<file path="config.mk">
export PLATFORM = sky130hd
export DESIGN_NAME = aixh_mxc_bias_align
export DESIGN_NICKNAME = d
export VERILOG_FILES = /design/src/rtl/aixh_mxc_bias_align_pkg.sv /design/src/rtl/aixh_mxc_bias_align_snap_fifo.sv /design/src/rtl/aixh_mxc_bias_align.sv
export SDC_FILE = /design/constraint.sdc
export NUM_CORES = 2
export LEC_CHECK = 0
export CORE_ASPECT_RATIO = 1.75
export CORE_MARGIN = 1.5
export CORE_UTILIZATION = 45
export DETAILED_ROUTE_END_ITERATION = 16
export SETUP_SLACK_MARGIN = 0.02
export SYNTH_ARGS = -nofsm -noshare
export SYNTH_HDL_FRONTEND = slang
export SYNTH_SLANG_ARGS = --single-unit
</file>
<file path="constraint.sdc">
create_clock -name aixh_core_clk2x -period 16.7 [get_ports aixh_core_clk2x]
set_input_delay 2.505 -clock aixh_core_clk2x [delete_from_list [all_inputs] [get_ports aixh_core_clk2x]]
set_output_delay 2.505 -clock aixh_core_clk2x [all_outputs]
set_load 0.1 [all_outputs]
</file>
<file path="src/rtl/aixh_mxc_bias_align_pkg.sv">
// -----------------------------------------------------------------------------
// aixh_mxc_bias_align_pkg
// Shared constants and types for the MxConv corner bias-alignment path.
//   BIAS_SHIFT_STEP : bit distance between successive i_mac_shift codes
//   DEF_*           : default channel / field / table sizes
//   chan_t          : one drain channel {scale, bias} at default widths
//   acc_ctl_t       : accumulator control bundle at default widths
// -----------------------------------------------------------------------------
package aixh_mxc_bias_align_pkg;

  localparam int BIAS_SHIFT_STEP = 8;

  localparam int DEF_CH     = 4;
  localparam int DEF_ACC_W  = 48;
  localparam int DEF_SC_W   = 16;
  localparam int DEF_MODES  = 8;
  localparam int DEF_MODE_W = $clog2(DEF_MODES);

  typedef struct packed {
    logic [DEF_SC_W-1:0]  scale;
    logic [DEF_ACC_W-1:0] bias;
  } chan_t;

  typedef struct packed {
    logic                  afresh;
    logic                  enable;
    logic [DEF_MODE_W-1:0] mode;
    logic [1:0]            shift;
    logic                  drain_req;
  } acc_ctl_t;

endpackage

</file>
<file path="src/rtl/aixh_mxc_bias_align_snap_fifo.sv">
// -----------------------------------------------------------------------------
// aixh_mxc_snap_fifo
// Small snapshot queue for accumulated bias offsets.
//   aixh_core_clk2x / aixh_core_rstn : clock, synchronous active-low reset
//   i_push, i_push_data              : enqueue a snapshot
//   i_pop                            : dequeue head (ignored when empty)
//   i_rd                             : head is being consumed this cycle
//   o_head                           : head snapshot, 0 when empty
//   o_cnt                            : occupancy after the current edge
//   o_ovf, o_unf                     : sticky overflow / underflow
// -----------------------------------------------------------------------------
module aixh_mxc_snap_fifo #(
  parameter int DEPTH = 4,
  parameter int W     = 48
) (
  input  logic                       aixh_core_clk2x,
  input  logic                       aixh_core_rstn,
  input  logic                       i_push,
  input  logic [W-1:0]               i_push_data,
  input  logic                       i_pop,
  input  logic                       i_rd,
  output logic [W-1:0]               o_head,
  output logic [$clog2(DEPTH+1)-1:0] o_cnt,
  output logic                       o_ovf,
  output logic                       o_unf
);

  localparam int PTR_W = $clog2(DEPTH);
  localparam int CNT_W = $clog2(DEPTH+1);

  logic [W-1:0]     r_mem [DEPTH];
  logic [PTR_W-1:0] r_wr;
  logic [PTR_W-1:0] r_rd;
  logic [CNT_W-1:0] r_cnt;
  logic             r_ovf;
  logic             r_unf;

  logic w_empty;
  logic w_full;
  logic w_do_pop;
  logic w_do_push;

  assign w_empty   = (r_cnt == '0);
  assign w_full    = (r_cnt == CNT_W'(DEPTH));
  assign w_do_pop  = i_pop & ~w_empty;
  // When full, a simultaneous pop frees the head slot, which is exactly the
  // slot the write pointer addresses, so the push can proceed.
  assign w_do_push = i_push & (~w_full | w_do_pop);

  always_ff @(posedge aixh_core_clk2x) begin
    if (!aixh_core_rstn) begin
      r_wr  <= '0;
      r_rd  <= '0;
      r_cnt <= '0;
      r_ovf <= 1'b0;
      r_unf <= 1'b0;
    end else begin
      if (w_do_push) begin
        r_mem[r_wr] <= i_push_data;
        r_wr        <= r_wr + PTR_W'(1);
      end
      if (w_do_pop) begin
        r_rd <= r_rd + PTR_W'(1);
      end
      case ({w_do_push, w_do_pop})
        2'b10:   r_cnt <= r_cnt + CNT_W'(1);
        2'b01:   r_cnt <= r_cnt - CNT_W'(1);
        default: r_cnt <= r_cnt;
      endcase
      if (i_push && w_full && !w_do_pop) begin
        r_ovf <= 1'b1;
      end
      if (i_rd && w_empty) begin
        r_unf <= 1'b1;
      end
    end
  end

  assign o_head = w_empty ? '0 : r_mem[r_rd];
  assign o_cnt  = r_cnt;
  assign o_ovf  = r_ovf;
  assign o_unf  = r_unf;

endmodule

</file>
<file path="src/rtl/aixh_mxc_bias_align.sv">
// -----------------------------------------------------------------------------
// aixh_mxc_bias_align
// Accumulates a per-mode MAC bias offset, snapshots it on drain requests,
// adds the matching snapshot to every channel's bias of drained upper-tile
// data and delays the result by a programmable depth toward the left tile.
//   aixh_core_clk2x / aixh_core_rstn        : clock, synchronous active-low reset
//   i_cfg_we/addr/wdata                     : bias-table write port
//   i_cfg_delay                             : alignment delay (clamped 1..MAX_PIPES)
//   i_mac_afresh/enable/mode/shift          : accumulator control
//   i_drain_req                             : push current accumulator snapshot
//   i_vld/i_last/i_dat                      : drain beats in
//   o_vld/o_last/o_dat                      : aligned, bias-adjusted beats out
//   o_snap_cnt, o_ovf, o_unf                : queue occupancy and sticky flags
// -----------------------------------------------------------------------------
module aixh_mxc_bias_align
  import aixh_mxc_bias_align_pkg::*;
#(
  parameter int CH         = DEF_CH,
  parameter int ACC_W      = DEF_ACC_W,
  parameter int SC_W       = DEF_SC_W,
  parameter int MODES      = DEF_MODES,
  parameter int MAX_PIPES  = 8,
  parameter int SNAP_DEPTH = 4
) (
  input  logic                                aixh_core_clk2x,
  input  logic                                aixh_core_rstn,
  input  logic                                i_cfg_we,
  input  logic [$clog2(MODES)-1:0]            i_cfg_addr,
  input  logic [ACC_W-1:0]                    i_cfg_wdata,
  input  logic [$clog2(MAX_PIPES+1)-1:0]      i_cfg_delay,
  input  logic                                i_mac_afresh,
  input  logic                                i_mac_enable,
  input  logic [$clog2(MODES)-1:0]            i_mac_mode,
  input  logic [1:0]                          i_mac_shift,
  input  logic                                i_drain_req,
  input  logic                                i_vld,
  input  logic                                i_last,
  input  logic [CH*(SC_W+ACC_W)-1:0]          i_dat,
  output logic                                o_vld,
  output logic                                o_last,
  output logic [CH*(SC_W+ACC_W)-1:0]          o_dat,
  output logic [$clog2(SNAP_DEPTH+1)-1:0]     o_snap_cnt,
  output logic                                o_ovf,
  output logic                                o_unf
);

  localparam int CH_W  = SC_W + ACC_W;
  localparam int DAT_W = CH * CH_W;
  localparam int DLY_W = $clog2(MAX_PIPES+1);
  localparam int TAP_W = $clog2(MAX_PIPES);
  localparam logic [DLY_W-1:0] MAX_D = DLY_W'(MAX_PIPES);

  acc_ctl_t         w_ctl;
  logic [ACC_W-1:0] r_table [MODES];
  logic [ACC_W-1:0] r_acc;
  logic [ACC_W-1:0] w_addend;
  logic [ACC_W-1:0] w_head;
  logic [DAT_W-1:0] w_adj;
  logic [DLY_W-1:0] w_deff;
  logic [TAP_W-1:0] w_tap;

  logic [MAX_PIPES-1:0] r_vld;
  logic [MAX_PIPES-1:0] r_last;
  logic [DAT_W-1:0]     r_dat [MAX_PIPES];

  assign w_ctl = '{afresh:    i_mac_afresh,
                   enable:    i_mac_enable,
                   mode:      i_mac_mode,
                   shift:     i_mac_shift,
                   drain_req: i_drain_req};

  // Table read is from the registered array, so a same-cycle write to the
  // selected entry is seen only from the next cycle on.
  assign w_addend = r_table[w_ctl.mode] << (BIAS_SHIFT_STEP * w_ctl.shift);

  always_ff @(posedge aixh_core_clk2x) begin
    if (!aixh_core_rstn) begin
      r_acc <= '0;
      for (int m = 0; m < MODES; m++) begin
        r_table[m] <= '0;
      end
    end else begin
      if (i_cfg_we) begin
        r_table[i_cfg_addr] <= i_cfg_wdata;
      end
      if (w_ctl.afresh) begin
        r_acc <= ACC_W'(1);
      end else if (w_ctl.enable) begin
        r_acc <= r_acc + w_addend;
      end
    end
  end

  aixh_mxc_snap_fifo #(
    .DEPTH (SNAP_DEPTH),
    .W     (ACC_W)
  ) u_snap_fifo (
    .aixh_core_clk2x (aixh_core_clk2x),
    .aixh_core_rstn  (aixh_core_rstn),
    .i_push          (w_ctl.drain_req),
    .i_push_data     (r_acc),
    .i_pop           (i_vld & i_last),
    .i_rd            (i_vld),
    .o_head          (w_head),
    .o_cnt           (o_snap_cnt),
    .o_ovf           (o_ovf),
    .o_unf           (o_unf)
  );

  always_comb begin
    w_adj = i_dat;
    for (int c = 0; c < CH; c++) begin
      w_adj[c*CH_W +: ACC_W] = i_dat[c*CH_W +: ACC_W] + w_head;
    end
  end

  always_comb begin
    w_deff = i_cfg_delay;
    if (i_cfg_delay == '0) begin
      w_deff = DLY_W'(1);
    end else if (i_cfg_delay > MAX_D) begin
      w_deff = MAX_D;
    end
  end

  // Stage k (0-based) holds a beat k+1 cycles after it arrived.
  assign w_tap = TAP_W'(w_deff - DLY_W'(1));

  always_ff @(posedge aixh_core_clk2x) begin
    if (!aixh_core_rstn) begin
      r_vld  <= '0;
      r_last <= '0;
      for (int k = 0; k < MAX_PIPES; k++) begin
        r_dat[k] <= '0;
      end
    end else begin
      r_vld  <= {r_vld[MAX_PIPES-2:0], i_vld};
      r_last <= {r_last[MAX_PIPES-2:0], i_vld & i_last};
      if (i_vld) begin
        r_dat[0] <= w_adj;
      end
      for (int k = 1; k < MAX_PIPES; k++) begin
        if (r_vld[k-1]) begin
          r_dat[k] <= r_dat[k-1];
        end
      end
    end
  end

  assign o_vld  = r_vld[w_tap];
  assign o_last = r_last[w_tap];
  assign o_dat  = r_dat[w_tap];

endmodule

</file>
==> key figures <==
Status
  • Outcome: finished, final reports clean

Pwr
  • Flop pwr share: 0.434
  • Clk pwr share: 0.328
  • Combinational share of power: 0.238
  • Int Pwr: 12.77 mW
  • Leak Pwr: 58.69 nW
  • Max rail drop VDD: 0.1051 mV
  • Sw Pwr: 5.965 mW
  • Net Sw Frac: 0.3183
  • Power per cell area: 125.9 nW/µm²

Clock tree
  • CTS buffer count: 268
  • Clock Latency Late Sink: 920 ps
  • Root Buffer: clkbuf_16
  • H-tree depth: 5
  • Post-cts resize count: 0
  • Clock slew at reported path FFs: 60 ps
  • TritonCTS Sinks: 2699
  • CTS tree: yes
  • Post-CTS Hold Fix Bufs: 0
  • Clock tree buffer depth: 4
  • Post-CTS Setup Bufs: 0

Worst setup path
  • Startpoint types: input pin
  • Highest net fanout along the worst path: 96
  • RR Endpoint: r_dat[0][236]
  • Worst path required time: 14200 ps
  • End of the critical path: o_dat[188]
  • Worst-case reg-to-reg path depth: 15
  • Arr. time, crit path: 8210 ps
  • Flop2flop setup slack: 10480 ps
  • Crit path kind: input pin to output port
  • Critical Path Start: i_cfg_delay[1]
  • Endpoint class of the critical path: output port

Floorplanning
  • Die Height: 715.4 µm
  • Initial Util: 0.4521
  • Row count: 261
  • I/O Pins: 587
  • Die X-Extent: 410.1 µm
  • Die footprint: 293400 µm²
  • Total core area: 288700 µm²

STA
  • Final setup fails: 0
  • Final hold vios: 0
  • Peak Freq: 93.37 MHz
  • RSZ-0062 raised after global routing: no
  • Final min period: 10710 ps
  • Total Neg Setup Slack: 0 ps
  • Max Clock Skew: 67.68 ps
  • Final Max Slew Viols: 0
  • Max-Slew Margin vs Limit: 0.1784
  • Period utilization: 0.6413
  • Worst Tran Pin Value: 1227 ps

Placement
  • IO Port Bufs: 586
  • Post-DP HPWL: 266200 µm
  • RD Place Congestion: 0.9071
  • Placed Cells: 12750

Synthesis
  • Syn avg cell area: 14.69 µm²
  • Ranking of synthesized cells by area: edfxtp_1 (60%), mux4_2 (11%), and3_1 (6.6%)
  • Prevailing post-synth register cell: edfxtp_1
  • Largest family of logic cells by synthesized area: multiplexers
  • Mapped Area: 130500 µm²
  • Simple-gate share of the synthesized area: 0.1393
  • Post-synth top area share: 0.6037
  • Syn Nets: 9457
  • Register area share after synthesis: 0.6152
  • Post-Syn Instances: 8886
  • Async SR Flop Fraction: 0
  • Yosys reg bits: 2699
  • Post-Synth Adder-Cell Area: 0.02402
  • Multiplexer share of the synthesized area: 0.1451
  • Yosys cell types: 82
  • Post-synth EDFFs: 2624
  • Yosys warning total: 0
  • Synth Area in Compound Gates: 0.03936
  • Xor-xnor portion of the synthesized cell area: 0.01490
  • Area leader, netlist: edfxtp_1

Routing
  • DRT Pass-1 Iters: 6
  • Routed len/inst: 31.60 µm
  • DRC: 0
  • Vias: 81790
  • Routed WL: 419100 µm
  • Vias/cell: 6.167
  • DRT antenna net count: 0
  • DR iter-0 viols: 8381

Global route
  • Largest net degree at the start of global routing: 320
  • Vias in the first global route: 84250
  • First-pass GRT wire length: 603700 µm
  • Total grt overflow: 0
  • Initial antenna violation count: 123
  • Total Routing Usage GR: 0.2824

Layout
  • Final Non-Filler Cells: 13260
  • Ratio of cells with drive above 1 in the final layout: 0.1697
  • Syn-to-layout area delta: 14.08%
  • Most frequent cells in the layout: edfxtp_1 (2624), and3_1 (1379), and2_1 (934), mux4_2 (660), clkdlybuf4s50_1 (578)
  • Total Nets Final: 9773
  • Commonest non-fill, non-tap cell in the layout: edfxtp_1

Min path
  • Worst min path class: flip-flop to flip-flop

Run
  • Max-cap violations: 0
worst max-delay path, cell delays in order:
cell and delay (ps):
clkdlybuf4s50_1 420, nor2_1 110, nor2_1 70, nor2_4 460
buf_12 580, buf_4 870, buf_4 900, mux4_2 600
mux2_2 280, clkdlybuf4s50_1 1030
sequential cells by signal (all words and copies together), names as in the netlist, named ones only:
register           cells
r_last                 8
u_snap_fifo.r_mem    192
r_table              384
r_vld                  8
u_snap_fifo.r_rd       2
u_snap_fifo.o_unf      1
r_acc                 48
u_snap_fifo.r_wr       2
u_snap_fifo.o_cnt      3
r_dat               2048
u_snap_fifo.o_ovf      1
power by group through the flow:
stage	registers (mW)	clock network (mW)	logic, mW
global placement	8.25	0	4.45
detailed placement	8.27	0	4.47
CTS	8.13	6.26	4.49
floorplan	8.20	0	3.02
global route	8.16	6.47	4.71
finish	8.13	6.15	4.46
worst min path at each step:
| stage | startpoint | end | slack, ps | depth (start not counted) |
|---|---|---|---|---|
| after floorplan | r_last[1] | r_last[2] | 430 | 1 |
| after global placement | r_last[4] | r_last[5] | 440 | 1 |
| after detailed placement | r_last[1] | r_last[2] | 450 | 1 |
| after CTS | r_last[4] | r_last[5] | 450 | 1 |
| after global routing | r_last[3] | r_last[4] | 470 | 1 |
| final | r_last[4] | r_last[5] | 450 | 1 |
cells in the mapped netlist, drive strengths merged (5+ instances only):
| cell type | instances |
|---|---|
| mux2i | 90 |
| nor2 | 332 |
| o21bai | 38 |
| nand3 | 58 |
| nand2 | 186 |
| dfxtp | 75 |
| o211ai | 11 |
| fa | 6 |
| nand2b | 34 |
| a31o | 8 |
| o31a | 7 |
| mux2 | 282 |
| or3 | 16 |
| o22ai | 12 |
| a41oi | 10 |
| o31ai | 17 |
| xor2 | 89 |
| a311oi | 5 |
| and2 | 934 |
| xnor2 | 133 |
| and3 | 1383 |
| ha | 241 |
| o221a | 6 |
| clkbuf | 622 |
| a21boi | 7 |
| a221o | 11 |
| nor2b | 71 |
| buf | 83 |
| nand4 | 48 |
| o21a | 19 |
| nor3 | 35 |
| a21o | 141 |
| inv | 60 |
| and4 | 8 |
| a31oi | 24 |
| nor4 | 5 |
| o21ai | 162 |
| a211oi | 31 |
| mux4 | 660 |
| a21oi | 250 |
| edfxtp | 2624 |
| a221oi | 6 |
layer usage:
metal / up-vias / GRT usage / routed length, µm
li1: 34930 / - / -
met1: 42630 / 0.3607 / 160600
met2: 3329 / 0.4625 / 202000
met3: 768 / 0.06694 / 36930
met4: 128 / 0.1149 / 18660
met5: - / 0 / 846
kinds of logic after synthesis:
logic type,after synthesis
fa+ha+maj,247
simple gates,3124
mux,1032
xor+xnor,222
flops,2699
buf+inv,765
compound gates,797
area by class of cell:
class                   instances  area (µm²)
multi-input cells            5422       47670
clock inverters               139        1398
flip-flops and latches       2699       80320
diodes                         48       120.1
well taps                    3813        4771
fillers                     24230      139800
repair buffers                751        7253
clock buffers                 330        7128
inverters                      60       225.2
per-stage QoR:
stage / area (µm²) / power [mW] / setup slack [ps] / hold WS [ps] / util
detailed placement: 140200 / 12.73 / 5849 / 447.7 / 0.4858
floorplan: 130500 / 11.22 / 7135 / 429.5 / -
global route: 148800 / 19.34 / 5483 / 466.0 / 0.5154
finish: 148900 / 18.74 / 5990 / 445.1 / 0.5158
global placement: 140200 / 12.70 / 5823 / 439.4 / 0.4858
CTS: 148800 / 18.88 / 5836 / 452.5 / 0.5153
Power figures use the tool's default switching activity.
